File: src/rtl/fetch_sequencer.sv
// IF-stage fetch sequencer: owns the fetch PC and keeps at most one imem request in flight.
// Latency: one instruction per 3 cycles with 1-cycle memory; if_ready low holds the buffered instruction and stops further requests.
module fetch_sequencer #(
  parameter logic [31:0] RESET_VECTOR = 32'h0000_0000,
  parameter logic [31:0] PC_STEP      = 32'd4
) (
  input  logic        clk,
  input  logic        rst,
  output logic        imem_req,
  output logic [31:0] imem_addr,
  input  logic        imem_gnt,
  input  logic        imem_rvalid,
  input  logic [31:0] imem_rdata,
  input  logic        redirect_valid,
  input  logic [31:0] redirect_target,
  output logic        if_valid,
  input  logic        if_ready,
  output logic [31:0] if_pc,
  output logic [31:0] if_pc_plus4,
  output logic [31:0] if_instr,
  output logic        misalign_err
);

  typedef enum logic [2:0] {REQ, WAIT, HOLD, DRAIN, HALT} state_t;

  state_t      state;
  logic [31:0] pc;
  logic        outstanding;
  logic        fire;
  logic        pend_next;
  logic        misaligned;

  assign imem_addr  = pc;
  assign fire       = imem_req && imem_gnt;
  // A granted request stays owed until its response shows up, whatever the FSM does meanwhile.
  assign pend_next  = fire || (outstanding && !imem_rvalid);
  assign misaligned = (redirect_target[1:0] != 2'b00);

  always_ff @(posedge clk) begin
    if (rst) begin
      pc           <= RESET_VECTOR;
      state        <= pend_next ? DRAIN : REQ;
      outstanding  <= pend_next;
      imem_req     <= 1'b0;
      if_valid     <= 1'b0;
      misalign_err <= 1'b0;
      if_pc        <= 32'h0;
      if_pc_plus4  <= 32'h0;
      if_instr     <= 32'h0;
    end else begin
      outstanding  <= pend_next;
      misalign_err <= 1'b0;
      if (redirect_valid && state != HALT) begin
        if_valid <= 1'b0;
        if (misaligned) begin
          misalign_err <= 1'b1;
          imem_req     <= 1'b0;
          state        <= HALT;
        end else begin
          pc <= redirect_target;
          if (pend_next) begin
            imem_req <= 1'b0;
            state    <= DRAIN;
          end else begin
            imem_req <= 1'b1;
            state    <= REQ;
          end
        end
      end else begin
        case (state)
          REQ: begin
            // imem_req is low for one cycle after reset; a gnt then is not a handshake.
            if (!imem_req) begin
              imem_req <= 1'b1;
            end else if (imem_gnt) begin
              imem_req <= 1'b0;
              state    <= WAIT;
            end
          end
          WAIT: begin
            if (imem_rvalid) begin
              if_instr    <= imem_rdata;
              if_pc       <= pc;
              if_pc_plus4 <= pc + PC_STEP;
              if_valid    <= 1'b1;
              pc          <= pc + PC_STEP;
              state       <= HOLD;
            end
          end
          HOLD: begin
            if (if_ready) begin
              if_valid <= 1'b0;
              imem_req <= 1'b1;
              state    <= REQ;
            end
          end
          DRAIN: begin
            if (imem_rvalid) begin
              imem_req <= 1'b1;
              state    <= REQ;
            end
          end
          HALT: begin
            imem_req <= 1'b0;
            if_valid <= 1'b0;
          end
          default: begin
            imem_req <= 1'b0;
            state    <= REQ;
          end
        endcase
      end
    end
  end

endmodule

File: config.mk
export PLATFORM = sky130hd
export DESIGN_NAME = fetch_sequencer
export DESIGN_NICKNAME = d
export VERILOG_FILES = /design/src/rtl/fetch_sequencer.sv
export SDC_FILE = /design/constraint.sdc
export NUM_CORES = 1
export LEC_CHECK = 0
export ABC_AREA = 1
export BUFFER_PORTS_ARGS = -buffer_cell sky130_fd_sc_hd__buf_2
export CORE_MARGIN = 2
export CORE_UTILIZATION = 56
export CTS_BUF_LIST = sky130_fd_sc_hd__clkbuf_4
export DETAILED_ROUTE_END_ITERATION = 10
export PLACE_DENSITY = 0.88
export SKIP_CTS_REPAIR_TIMING = 1
export SLEW_MARGIN = 15
export SYNTH_ARGS = -nofsm -noshare
export SYNTH_HDL_FRONTEND = slang
export SYNTH_SLANG_ARGS = --single-unit
export TNS_END_PERCENT = 100
File: constraint.sdc
create_clock -name clk -period 2.5 [get_ports clk]
set_clock_uncertainty 0.05 [all_clocks]
set_input_delay 0.125 -clock clk [delete_from_list [all_inputs] [get_ports clk]]
set_output_delay 0.125 -clock clk [all_outputs]
set_load 0.005 [all_outputs]
==> flow_summary.toml <==
[floorplan]
core.rowCount = 37
die_w_um = 107
initial_utilization = 0.579
die_h_um = 107
core-area_um2 = 10300
io_pins = 201
dieArea_um2 = 11500

[grt]
grt_pass1_wl_um = 26700
antenna_found_initial = 2
grt_start_max_net_pins = 73
overflow = 0
grtUsageTotal = 0.292
grt_pass1_vias = 5542

[final_layout]
post-route-util = 0.766
mostFrequentLayoutCells = "buf_2, nand2_1, nor2_1, dfxtp_1, o21ai_0"
drive_above_1_share = 0.241
layout.area.seq_um2 = 2690
multi_input_comb_area_um2 = 2770
final_common_cell = "buf_2"
final_nets = 1164
fillers = 737
syn2layout_area_growth_pct = 32.3
final_design_area_no_fill_um2 = 7910

[cts]
clk_latency_ns = 0.55
root_buffer = "clkbuf_4"
cts_tree = "done"
cts_sinks = 133
cts_inserted_buffers = 17
clockBufferDepth = 2
path_clk_slew_ns = 0.14
cts_max_level = 4

[synthesis]
yosysUniqueCellTypes = 36
yosysWarnings = 0
synth.net_count = 918
synth_area_um2 = 5980
synth_cells = 847
synth_edf_count = 3
async_flop_share = 0
ys_seq_area_frac = 0.450
syn_avg_cell_area_um2 = 7.06
ys.flop_type = "dfxtp_1"
ys_ff_latch = 133

[timing]
slew_headroom = 0.609
max_freq_mhz = 502
timing.setup.tns_ns = 0
period_needed_ns = 1.99
setup_viol = 0
whs_ns = -0.00511
hold_viol_final = 1
finalCritPeriodShare = 0.796
timing_worst_slew_pin_value_ns = 0.587
drv_slew = 0
rsz0062_at_grt = "false"

[routing]
vias = 6623
wire_per_inst_um = 15.3
postRouteAntennaNets = 0
drc = 0
drt_iter0_markers = 608
wirelength_um = 19000
drt-pass1-iter-count = 5
viasPerCell = 5.32

[placed_design]
dp_hpwl_um = 11700
port_buffers = 200
gp_congestion = 0.940
place_area_um2 = 7010

[hold_path]
hold_depth = 3
hold_end = "misalign_err"
hold_start = "redirect_valid"
hp-class = "in2reg"

[pwr]
p_leak_nw = 4.15
p_per_area_nw_per_um2 = 676
peakVddDrop_mv = 0.414

[critical_path]
end_kind = "register"
reg2regPathDepth = 8
arrival_ns = 2.37
r2r_slack_ns = 0.51
cp_max_fo = 59
r2r-start = "state[1]"
critPathKind = "reg2reg"
r2r_end = "imem_addr[19]"
critPathRequiredTime_ns = 2.88
start_kind = "register"

[status]
violations = "hold timing"
outcome = "finished with violations"

[job]
max_cap_viol_count = 0
## worst max path at each step
stage	start	end	cells after the start
detailed placement	state[1]	imem_addr[19]	8
finish	state[1]	imem_addr[19]	8
global route	state[1]	imem_addr[31]	8
floorplan	imem_addr[2]	if_pc_plus4[22]	10
CTS	state[1]	imem_addr[23]	8
global placement	state[0]	imem_addr[5]	8
## layout make-up
class,instances,share of cell area
multi-input combinational,591,0.351
clock buffer,19,0.0180
sequential,133,0.341
tap,136,0.0215
clock inverter,13,0.0112
inverter,76,0.0364
timing repair buffer,274,0.221
antenna,2,0.000633
## worst max-delay path, stage by stage (launching register included)
cell,delay [ns]
edfxtp_1,0.47
inv_2,0.15
nand3_2,0.13
nand2_4,0.18
inv_4,0.05
nand2_4,0.08
nand2_4,0.30
o21ai_0,0.33
a21oi_1,0.07
## layer usage
metal	GRT usage	routed length (µm)	vias up
met5	0	0	-
met1	0.399	7700	2980
met2	0.448	8980	367
li1	-	-	3202
met3	0.0702	1570	74
met4	0.112	762	0
## flip-flops by register name, summed over array words and instances, names as in the netlist
| signal | flops |
|---|---|
| if_valid | 1 |
| imem_addr | 32 |
| if_pc_plus4 | 30 |
| state | 3 |
| outstanding | 1 |
| if_instr | 32 |
| if_pc | 32 |
| misalign_err | 1 |
| imem_req | 1 |
## metrics by stage
step,hold slack (ns),power (W),worst slack [ns],std cells
floorplan,0.144,0.00347,0.942,847
global placement,0.297,0.00397,0.730,1144
detailed placement,0.303,0.00401,0.631,1144
CTS,-0.265,0.00521,0.602,1176
global route,0.00943,0.00566,0.325,1244
finish,-0.00511,0.00535,0.509,1244
## Yosys cell counts (3+ instances only)
cell	n	area, µm²
nand4_1	3	18.8
a21oi_1	46	230
o21bai_1	16	120
nor2_1	160	601
nor2_4	4	45.0
nor2_2	7	43.8
o21ai_0	120	601
dfxtp_1	130	2600
o21ai_1	5	25.0
nand2_4	3	33.8
nand3_1	21	105
clkbuf_1	19	71.3
nand2_1	166	623
nor3_1	4	20.0
inv_2	5	18.8
edfxtp_1	3	90.1
nand2_2	3	18.8
xor2_1	13	114
nand3b_1	3	22.5
inv_1	69	259
buf_2	23	115
## cells by family after synthesis
family                   after synthesis  synth area share
buffers and inverters                123            0.0862
XOR/XNOR                              15            0.0220
multiplexers                           2           0.00335
adder cells (fa/ha/maj)                1           0.00209
flip-flops                           133             0.450
AND/OR/NAND/NOR                      378             0.262
AO/OA/AOI/OAI                        195             0.174
## report_power, final
group	switching [W]	leakage [nW]	internal, W	total, W
Combinational	0.000850	2.93	0.000586	0.00144
Sequential	0.000261	1.09	0.00242	0.00268
Clock	0.000826	0.132	0.000410	0.00124
Power figures use the tool's default switching activity.
